**src/rtl/frame_reader_if.sv**
```systemverilog
// frame_reader_if: bundles the DDR read-request/return bus and the display
// pixel bus of the frame reader.
//   master : the frame reader (drives rd_req/rd_address and the pixel outputs)
//   slave  : the environment (DDR controller user port, camera and display side)
// Signals:
//   last_frame    3    slot the camera is currently writing
//   frame_start   1    display frame start pulse
//   rd_req        1    read request, held until rd_ack
//   rd_address    25   word address of the request
//   rd_ack        1    request accepted this cycle
//   rd_data       128  returned word, in request order
//   rd_data_valid 1    rd_data valid this cycle
//   pix_req       1    display consumes one pixel
//   pixel         16   RGB565 pixel
//   pixel_valid   1    pixel answers the previous pix_req
//   underflow     1    sticky starvation flag
interface frame_reader_if;
  logic [2:0]   last_frame;
  logic         frame_start;
  logic         rd_req;
  logic [24:0]  rd_address;
  logic         rd_ack;
  logic [127:0] rd_data;
  logic         rd_data_valid;
  logic         pix_req;
  logic [15:0]  pixel;
  logic         pixel_valid;
  logic         underflow;

  modport master (
    input  last_frame, frame_start, rd_ack, rd_data, rd_data_valid, pix_req,
    output rd_req, rd_address, pixel, pixel_valid, underflow
  );

  modport slave (
    output last_frame, frame_start, rd_ack, rd_data, rd_data_valid, pix_req,
    input  rd_req, rd_address, pixel, pixel_valid, underflow
  );
endinterface

```
**src/rtl/frame_reader.sv**
```systemverilog
// frame_reader: read side of the DDR camera frame buffers.
// On each display frame_start it picks the most recently completed camera
// slot, streams that frame out of DDR as 128-bit reads at a 4-address stride,
// buffers returned words in a small FIFO and hands them to the display as
// RGB565 pixels, eight per word, one per pix_req with one cycle of latency.
// Ports:
//   clk  single clock shared by DDR user side and display
//   rst  asynchronous, active-high reset
//   bus  frame_reader_if.master (request bus, return bus, pixel bus)
module frame_reader #(
  parameter int WORDS_PER_FRAME = 38400,
  parameter int FIFO_DEPTH      = 8,
  parameter int NUM_SLOTS       = 6
) (
  input  logic           clk,
  input  logic           rst,
  frame_reader_if.master bus
);
  localparam int PTR_W = $clog2(FIFO_DEPTH);
  localparam int CNT_W = PTR_W + 1;
  localparam int IDX_W = $clog2(WORDS_PER_FRAME);
  localparam logic [24:0]      SLOT_SIZE = 25'h25800;
  localparam logic [IDX_W-1:0] LAST_IDX  = IDX_W'(WORDS_PER_FRAME - 1);
  localparam logic [CNT_W:0]   DEPTH_V   = (CNT_W + 1)'(FIFO_DEPTH);

  typedef enum logic [1:0] {IDLE, FETCH, DRAIN} state_t;

  state_t           state;
  logic [127:0]     mem [FIFO_DEPTH];
  logic [PTR_W-1:0] wr_ptr;
  logic [PTR_W-1:0] rd_ptr;
  logic [CNT_W-1:0] count;
  logic [CNT_W-1:0] pending;
  logic [7:0]       discard;
  logic [IDX_W-1:0] word_idx;
  logic [2:0]       pix_idx;

  // The slot being written is incomplete, so read the one before it.
  function automatic logic [24:0] slot_base(input logic [2:0] last);
    logic [2:0] slot;
    slot = (last == 3'd0) ? 3'(NUM_SLOTS - 1) : last - 3'd1;
    return 25'(slot) * SLOT_SIZE;
  endfunction

  // The camera's first byte of each pixel sits in the low byte lane.
  function automatic logic [15:0] unpack(input logic [127:0] word, input logic [2:0] idx);
    logic [15:0] half;
    half = word[16*idx +: 16];
    return {half[7:0], half[15:8]};
  endfunction

  logic             issued;
  logic             ret_drop;
  logic             push;
  logic             has_pix;
  logic             pop;
  logic             last_issue;
  logic [CNT_W-1:0] count_nx;
  logic [CNT_W-1:0] pending_nx;
  logic [CNT_W:0]   credit_use;

  assign issued     = bus.rd_req & bus.rd_ack;
  assign ret_drop   = bus.rd_data_valid & (discard != 8'd0);
  assign push       = bus.rd_data_valid & (discard == 8'd0);
  assign has_pix    = (count != '0);
  assign pop        = bus.pix_req & has_pix & (pix_idx == 3'd7);
  assign last_issue = issued & (word_idx == LAST_IDX);
  assign count_nx   = count + CNT_W'(push) - CNT_W'(pop);
  assign pending_nx = pending + CNT_W'(issued) - CNT_W'(push);
  // Words in the FIFO plus words still in flight: new requests only while
  // this stays below the FIFO depth, so every return has a slot waiting.
  assign credit_use = {1'b0, count_nx} + {1'b0, pending_nx};

  // Request, FIFO bookkeeping and pixel output stage
  always_ff @(posedge clk or posedge rst) begin
    if (rst) begin
      state           <= IDLE;
      bus.rd_req      <= 1'b0;
      bus.rd_address  <= '0;
      word_idx        <= '0;
      pending         <= '0;
      discard         <= '0;
      count           <= '0;
      wr_ptr          <= '0;
      rd_ptr          <= '0;
      pix_idx         <= '0;
      bus.pixel       <= '0;
      bus.pixel_valid <= 1'b0;
      bus.underflow   <= 1'b0;
    end else if (bus.frame_start) begin
      // Everything still in flight (including a request accepted or a word
      // returned this very cycle) belongs to the old frame and is discarded.
      state           <= FETCH;
      bus.rd_req      <= 1'b1;
      bus.rd_address  <= slot_base(bus.last_frame);
      word_idx        <= '0;
      discard         <= discard + 8'(pending) + 8'(issued) - 8'(bus.rd_data_valid);
      pending         <= '0;
      count           <= '0;
      wr_ptr          <= '0;
      rd_ptr          <= '0;
      pix_idx         <= '0;
      bus.pixel_valid <= 1'b0;
      bus.underflow   <= 1'b0;
    end else begin
      if (issued) begin
        bus.rd_address <= bus.rd_address + 25'd4;
        word_idx       <= word_idx + IDX_W'(1);
      end
      case (state)
        FETCH: begin
          if (last_issue) begin
            state      <= DRAIN;
            bus.rd_req <= 1'b0;
          end else begin
            // An unaccepted request never loses its credit: the sum can only
            // shrink until the next acceptance.
            bus.rd_req <= (credit_use < DEPTH_V);
          end
        end
        default: bus.rd_req <= 1'b0;
      endcase

      pending <= pending_nx;
      discard <= discard - 8'(ret_drop);
      count   <= count_nx;
      if (push) wr_ptr <= wr_ptr + PTR_W'(1);
      if (pop)  rd_ptr <= rd_ptr + PTR_W'(1);

      if (bus.pix_req) begin
        if (has_pix) begin
          bus.pixel       <= unpack(mem[rd_ptr], pix_idx);
          bus.pixel_valid <= 1'b1;
          pix_idx         <= pix_idx + 3'd1;
        end else begin
          bus.pixel_valid <= 1'b0;
          bus.underflow   <= 1'b1;
        end
      end else begin
        bus.pixel_valid <= 1'b0;
      end
    end
  end

  // FIFO storage
  always_ff @(posedge clk) begin
    if (push) mem[wr_ptr] <= bus.rd_data;
  end
endmodule

```
**src/flat_wrapper.sv**
```systemverilog
// flat-port wrapper written by rule: the top's interface ports become plain ports
module frame_reader_flat 
#(
  parameter int WORDS_PER_FRAME = 38400,
  parameter int FIFO_DEPTH      = 8,
  parameter int NUM_SLOTS       = 6
)
  (clk, rst, bus_last_frame, bus_frame_start, bus_rd_ack, bus_rd_data, bus_rd_data_valid, bus_pix_req, bus_rd_req, bus_rd_address, bus_pixel, bus_pixel_valid, bus_underflow);
  frame_reader_if bus_i ();
  input  logic clk;
  input  logic rst;
  input wire logic [$bits(bus_i.last_frame)-1:0] bus_last_frame;
  input wire logic [$bits(bus_i.frame_start)-1:0] bus_frame_start;
  input wire logic [$bits(bus_i.rd_ack)-1:0] bus_rd_ack;
  input wire logic [$bits(bus_i.rd_data)-1:0] bus_rd_data;
  input wire logic [$bits(bus_i.rd_data_valid)-1:0] bus_rd_data_valid;
  input wire logic [$bits(bus_i.pix_req)-1:0] bus_pix_req;
  output wire logic [$bits(bus_i.rd_req)-1:0] bus_rd_req;
  output wire logic [$bits(bus_i.rd_address)-1:0] bus_rd_address;
  output wire logic [$bits(bus_i.pixel)-1:0] bus_pixel;
  output wire logic [$bits(bus_i.pixel_valid)-1:0] bus_pixel_valid;
  output wire logic [$bits(bus_i.underflow)-1:0] bus_underflow;
  assign bus_i.last_frame = bus_last_frame;
  assign bus_i.frame_start = bus_frame_start;
  assign bus_i.rd_ack = bus_rd_ack;
  assign bus_i.rd_data = bus_rd_data;
  assign bus_i.rd_data_valid = bus_rd_data_valid;
  assign bus_i.pix_req = bus_pix_req;
  assign bus_rd_req = bus_i.rd_req;
  assign bus_rd_address = bus_i.rd_address;
  assign bus_pixel = bus_i.pixel;
  assign bus_pixel_valid = bus_i.pixel_valid;
  assign bus_underflow = bus_i.underflow;
  frame_reader #(.WORDS_PER_FRAME(WORDS_PER_FRAME), .FIFO_DEPTH(FIFO_DEPTH), .NUM_SLOTS(NUM_SLOTS)) u_core (.clk(clk), .rst(rst), .bus(bus_i));
endmodule
```
**config.mk**
```make
export PLATFORM = sky130hd
export DESIGN_NAME = frame_reader_flat
export DESIGN_NICKNAME = d
export VERILOG_FILES = /design/src/rtl/frame_reader_if.sv /design/src/rtl/frame_reader.sv /design/src/flat_wrapper.sv
export SDC_FILE = /design/constraint.sdc
export NUM_CORES = 1
export LEC_CHECK = 0
export BUFFER_PORTS_ARGS = -buffer_cell sky130_fd_sc_hd__buf_2
export CELL_PAD_IN_SITES_DETAIL_PLACEMENT = 0
export CELL_PAD_IN_SITES_GLOBAL_PLACEMENT = 1
export CORE_UTILIZATION = 50
export CTS_BUF_LIST = sky130_fd_sc_hd__clkbuf_8 sky130_fd_sc_hd__clkbuf_16
export CTS_CLUSTER_DIAMETER = 30
export DETAILED_ROUTE_END_ITERATION = 16
export PLACE_DENSITY = 0.84
export SLEW_MARGIN = 20
export SYNTH_ARGS = -nofsm -noshare
export SYNTH_HDL_FRONTEND = slang
export SYNTH_SLANG_ARGS = --single-unit
```
**constraint.sdc**
```tcl
create_clock -name clk -period 20.1 [get_ports clk]
set_clock_uncertainty 0.05 [all_clocks]
set_input_delay 3.015 -clock clk [delete_from_list [all_inputs] [get_ports clk]]
set_output_delay 3.015 -clock clk [all_outputs]
set_load 0.005 [all_outputs]
```
Yosys cells after proc, flatten, opt, wreduce, memory -nomap -nowiden
Memory sizes are Yosys's and may differ from the RTL's.
Cells that the tools add are included.
- flip-flop bits (word level): 87
- latch bits: 0
- memory bits (writable): 1024
- ROM bits: 0
- word-level logic and storage cells: 87
- memories kept: 1
- add/sub/neg operators: 15
- $mul: 1
- divide/modulo/power cells: 0
- order comparisons: 1
- eq/ne operators: 4
- shift operators: 1
- mux-type cells: 29
- bitwise gates (word level): 7
- reduce and logical (&&, ||, !) cells: 15
- memory list (memory ; depth ; bits a word ; rd ports ; clocked after Yosys merged registers in ; write ports ; RTL line ; source):
    u_core.mem ; 8 ; 128 ; 1 ; 0 ; 1 ; frame_reader.sv:29 ; logic [127:0] mem [FIFO_DEPTH];
- operator list (cell ; number):
    128-bit by 8-bit variable part select with 16-bit output ; 1
    25-bit 2-to-1 mux ; 2
    16-bit 2-to-1 mux ; 2
    25-bit by 3-bit adder with 25-bit output, second input constant ; 1
    3-bit 2-to-1 mux ; 8
    16-bit by 1-bit adder with 16-bit output, second input constant ; 1
    16-bit == test, second input constant ; 1
    8-bit by 1-bit subtractor with 8-bit output ; 2
    2-bit nonzero test ; 7
    1-bit 2-to-1 mux ; 11
    3-bit by 7-bit multiplier with 10-bit output, second input constant ; 1
    3-bit by 1-bit adder with 3-bit output, second input constant ; 3
    4-bit by 1-bit adder with 4-bit output ; 2
    8-bit by 1-bit adder with 8-bit output ; 1
    8-bit by 4-bit adder with 8-bit output ; 1
    8-bit zero test ; 1
    4-bit 2-to-1 mux ; 2
    8-bit 2-to-1 mux ; 1
    8-bit nonzero test ; 1
    4-bit by 1-bit subtractor with 4-bit output ; 2
    1-bit AND ; 6
    2-bit 2-to-1 mux ; 3
    2-bit AND reduction ; 3
    4-bit by 4-bit adder with 5-bit output ; 1
    9 further kinds ; 9

Depth between registers and ports, before layout
- depth after elaboration: 9
- depth in mapped cells: 15

Worst setup path before layout
No wires, ideal clock.
- kind: input to register
- start point: input bus_rd_data_valid
- end point: memory u_core.mem[0][0], enable pin
- arrival time: 15.177 ns
- required time: 19.122 ns
- path slack: 3.945 ns
- stages: 2
- path buffers: 0
- cell sequence: nand2_1 > nor4_1
- cells in the longest elaborated chain, start to end: 3
- RTL lines (what ; RTL line ; source):
    from (decl) ; flat_wrapper.sv:16 ; input wire logic [$bits(bus_i.rd_data_valid)-1:0] bus_rd_data_valid;
    1-bit AND ; frame_reader.sv:64 ; assign push = bus.rd_data_valid & (discard == 8'd0);
    1-bit 2-to-1 mux ; frame_reader.sv:147 ; if (push) mem[wr_ptr] <= bus.rd_data;
    1-bit 2-to-1 mux (not written as such) ; frame_reader.sv:147 ;
    to (decl) ; frame_reader.sv:29 ;
Every way passes these cells.

Worst setup path in the final report
- start point: input bus_rd_data_valid
- end point: memory u_core.mem[7][17], enable pin
Same word-level chain as after synthesis.

==> impl_metrics.tcl <==
set metrics [dict create \
    rows 108 \
    start_kind "input pin" \
    rsz0062_at_grt "no" \
    async_flop_share_pct 7.66 \
    synth.distinct_cells 60 \
    reg2reg_depth 8 \
    crit_type "input pin to flip-flop" \
    worst_pin_slew_ns 1.22 \
    die_width_um 300 \
    gp_congestion 0.848 \
    via_per_inst 6.04 \
    r2r_slack_ns 15.08 \
    grt_max_degree 137 \
    firstDrtPassIters 6 \
    post-place-cells 3652 \
    reg2reg_to "u_core.bus.pixel[2]" \
    arrival_ns 5.83 \
    coreArea_sq_mm 0.0873 \
    clock_latency_ns 0.78 \
    grt_pass1_wl_um 156000 \
    syn_inst 2412 \
    relSlewSlack_pct 18.8 \
    r2r-start "u_core.rd_ptr[1]" \
    nets 2861 \
    placed_area_sq_mm 0.0464 \
    clock_power_share_pct 51.6 \
    clockBufferDepth 3 \
    clock-root-buffer "clkbuf_16" \
    drtAntennaViolNets 0 \
    start_util_pct 50.8 \
    htreeDepth 4 \
    seqCellArea_sq_mm 0.0329 \
    critPathRequiredTime_ns 20.39 \
    die_area_sq_mm 0.0899 \
    wl_per_cell_um 26.4 \
    ctsResizeCount 0 \
    crit_buf_inv 4 \
    synth_area_leaders "edfxtp_1 (69%), mux2i_1 (7.0%), mux4_2 (5.9%)" \
    synthToLayoutAreaGrowth_pct 18.7 \
    ys_warn_count 0 \
    power_w 0.00596 \
    switchingPower_w 0.00132 \
    drive_above_1_share_pct 22.6 \
    fin_tns_setup_ns 0 \
    cp.depth 7 \
    cts.clk_slew.worst_paths_ns 0.05 \
    multi_input_area_sq_mm 0.0107 \
    first_iter_violations 2444 \
    dpl.hpwl_um 58000 \
    max_cap_violations 0 \
    via_count 24100 \
    seq_power_share_pct 43.5 \
    hold_viol_final 0 \
    cts_setup_buffers 0 \
    path_delay_family "buffers and inverters" \
    status "complete, no violations" \
    io_buffers 178 \
    critical-path-slowest-cell "buf_4" \
    syn_area_sq_mm 0.0443 \
    powerDensity_mw_per_mm2 113 \
    end_kind "flip-flop" \
    crit_fanout 69 \
    grt_pass1_vias 24700 \
    ys_seq_elements 1109 \
    synth-edff-count 1024 \
    intPower_w 0.00465 \
    cts_sinks 1109 \
    layout_common_cells "edfxtp_1 (1024), mux2i_1 (310), clkbuf_16 (179)" \
    synth_ff_type "edfxtp_1" \
    grt_usage_pct 23.5 \
    holdCritStartpoint "u_core.state[1]" \
    max_stage_delay_ns 0.92 \
    antenna_found_initial 16 \
    holdBufCountCts 0 \
    hold_path.class "flip-flop to flip-flop" \
    synth_seq_area_share_pct 74.1 \
    final_common_cell "edfxtp_1" \
    maxSlewViolCount 0 \
    setup_violations 0 \
    path_cells "buf_2, nand2_1, inv_1, nand2_1, nor2_4, buf_4, buf_4" \
    synth.avg_cell_area_sq_um 18.4 \
    cts_buffers 177 \
    p_comb_share_pct 4.9 \
    fin_crit_ns 5.54 \
    synth_area_leader_cell "edfxtp_1" \
    leakage_nw 17.5 \
    finalCritPeriodShare_pct 27.6 \
    max-vdd-ir-drop_mv 0.0707 \
    io_pins 181 \
    min_to "u_core.state[1]" \
    n_fill_cell 6075 \
    drc 0 \
    wl_um 105000 \
    die_h_um 300 \
    fin_util_pct 60.3 \
    grt_overflow 0 \
    final_cells 3990 \
    holdPathStages 2 \
    fmax_mhz 180 \
    cts_tree "yes" \
    postLayoutCellArea_sq_mm 0.0526 \
    synth.top_cell.area_share_pct 69.3 \
    switching_share_pct 22.1 \
]
==> worst max-delay path by stage <==
| stage | from | to | slack, ns |
|---|---|---|---|
| after global placement | bus_rd_data_valid | u_core.mem[4][96] | 13.85 |
| after global routing | bus_rd_data_valid | u_core.mem[7][17] | 14.41 |
| after CTS | bus_rd_data_valid | u_core.mem[4][118] | 14.52 |
| after detailed placement | bus_rd_data_valid | u_core.mem[4][64] | 13.77 |
| after floorplan | bus_rd_data_valid | u_core.mem[0][0] | 3.94 |
| final | bus_rd_data_valid | u_core.mem[7][17] | 14.56 |
==> sequential cells by signal, summed over array words and instances, names as in the netlist <==
signal,flops
u_core.bus.pixel,16
u_core.bus.pixel_valid,1
u_core.bus.rd_address,23
u_core.bus.rd_req,1
u_core.bus.underflow,1
u_core.count,4
u_core.discard,8
u_core.mem,1024
u_core.pending,4
u_core.pix_idx,3
u_core.rd_ptr,3
u_core.state,2
u_core.word_idx,16
u_core.wr_ptr,3
==> tightest hold or removal path, stage by stage, from the launching register on <==
cell	delay, ns
dfrtp_1	0.36
a41oi_1	0.05
nor2_1	0.07
==> cells in the mapped netlist (2+ instances only) <==
master	number
dfrtp_1	85
a41oi_1	2
a22oi_1	67
buf_6	7
o211a_1	15
a211oi_1	2
mux4_1	9
nor2_1	83
nand2_1	59
xnor2_1	35
nand4bb_1	3
nand2b_1	23
nor3b_1	3
nor4_1	24
a31oi_1	16
nor3_1	14
and4_1	3
xor2_1	25
fa_1	5
nand4_1	28
and2_1	3
mux4_2	117
a21oi_1	29
o22a_1	15
and3_1	9
o21ai_0	13
buf_4	16
clkbuf_1	33
o211ai_1	16
nand3_1	51
edfxtp_1	1024
a21o_1	4
mux2i_1	310
buf_2	62
nand4b_2	2
clkbuf_2	2
buf_1	8
ha_1	42
inv_1	45
a211o_1	2
nor2b_1	18
o22ai_1	65
==> power by group through the flow <==
stage	clock network, W	registers [W]	logic [W]
2_1_floorplan	0	0.00262	0.000179
3_3_place_gp	0	0.00263	0.000272
3_5_place_dp	0	0.00264	0.000291
4_1_cts	0.00310	0.00259	0.000295
5_1_grt	0.00321	0.00259	0.000327
6_report	0.00308	0.00259	0.000293
==> layout make-up <==
| type | instances | area share, % |
|---|---|---|
| timing repair buffer | 214 | 2.37 |
| clock inverter | 145 | 3.07 |
| tap | 1155 | 2.75 |
| antenna | 6 | 0.0285 |
| inverter | 46 | 0.331 |
| clock buffer | 186 | 8.70 |
| multi-input combinational | 1129 | 20.3 |
| sequential | 1109 | 62.5 |
==> metal layers <==
layer  vias to the layer above  track usage (%)  wire length (um)
met2                      1217             38.5             52300
met5                         -                0                49
met1                     12400             30.4             40400
met4                         8             9.29              3150
met3                       215             5.64              9290
li1                      10300                -                 -
==> through the flow <==
stage	hold slack, ns	setup slack (ns)
3_3_place_gp	0.429	13.85
5_1_grt	0.494	14.41
4_1_cts	0.485	14.52
3_5_place_dp	0.471	13.77
6_report	0.478	14.56
2_1_floorplan	0.434	3.94
==> cells by family (layout without fill, tap and decap cells) <==
logic type | after synthesis | after routing | share of synthesized area [%]
XOR/XNOR | 60 | 60 | 1.19
buffers and inverters | 175 | 591 | 1.95
AO/OA/AOI/OAI | 255 | 255 | 4.04
AND/OR/NAND/NOR | 328 | 328 | 3.76
adder cells (fa/ha/maj) | 47 | 47 | 1.41
multiplexers | 437 | 437 | 13.5
flip-flops | 1109 | 1109 | 74.1
other | 1 | 8 | 0.00846
Power figures use the tool's default switching activity.
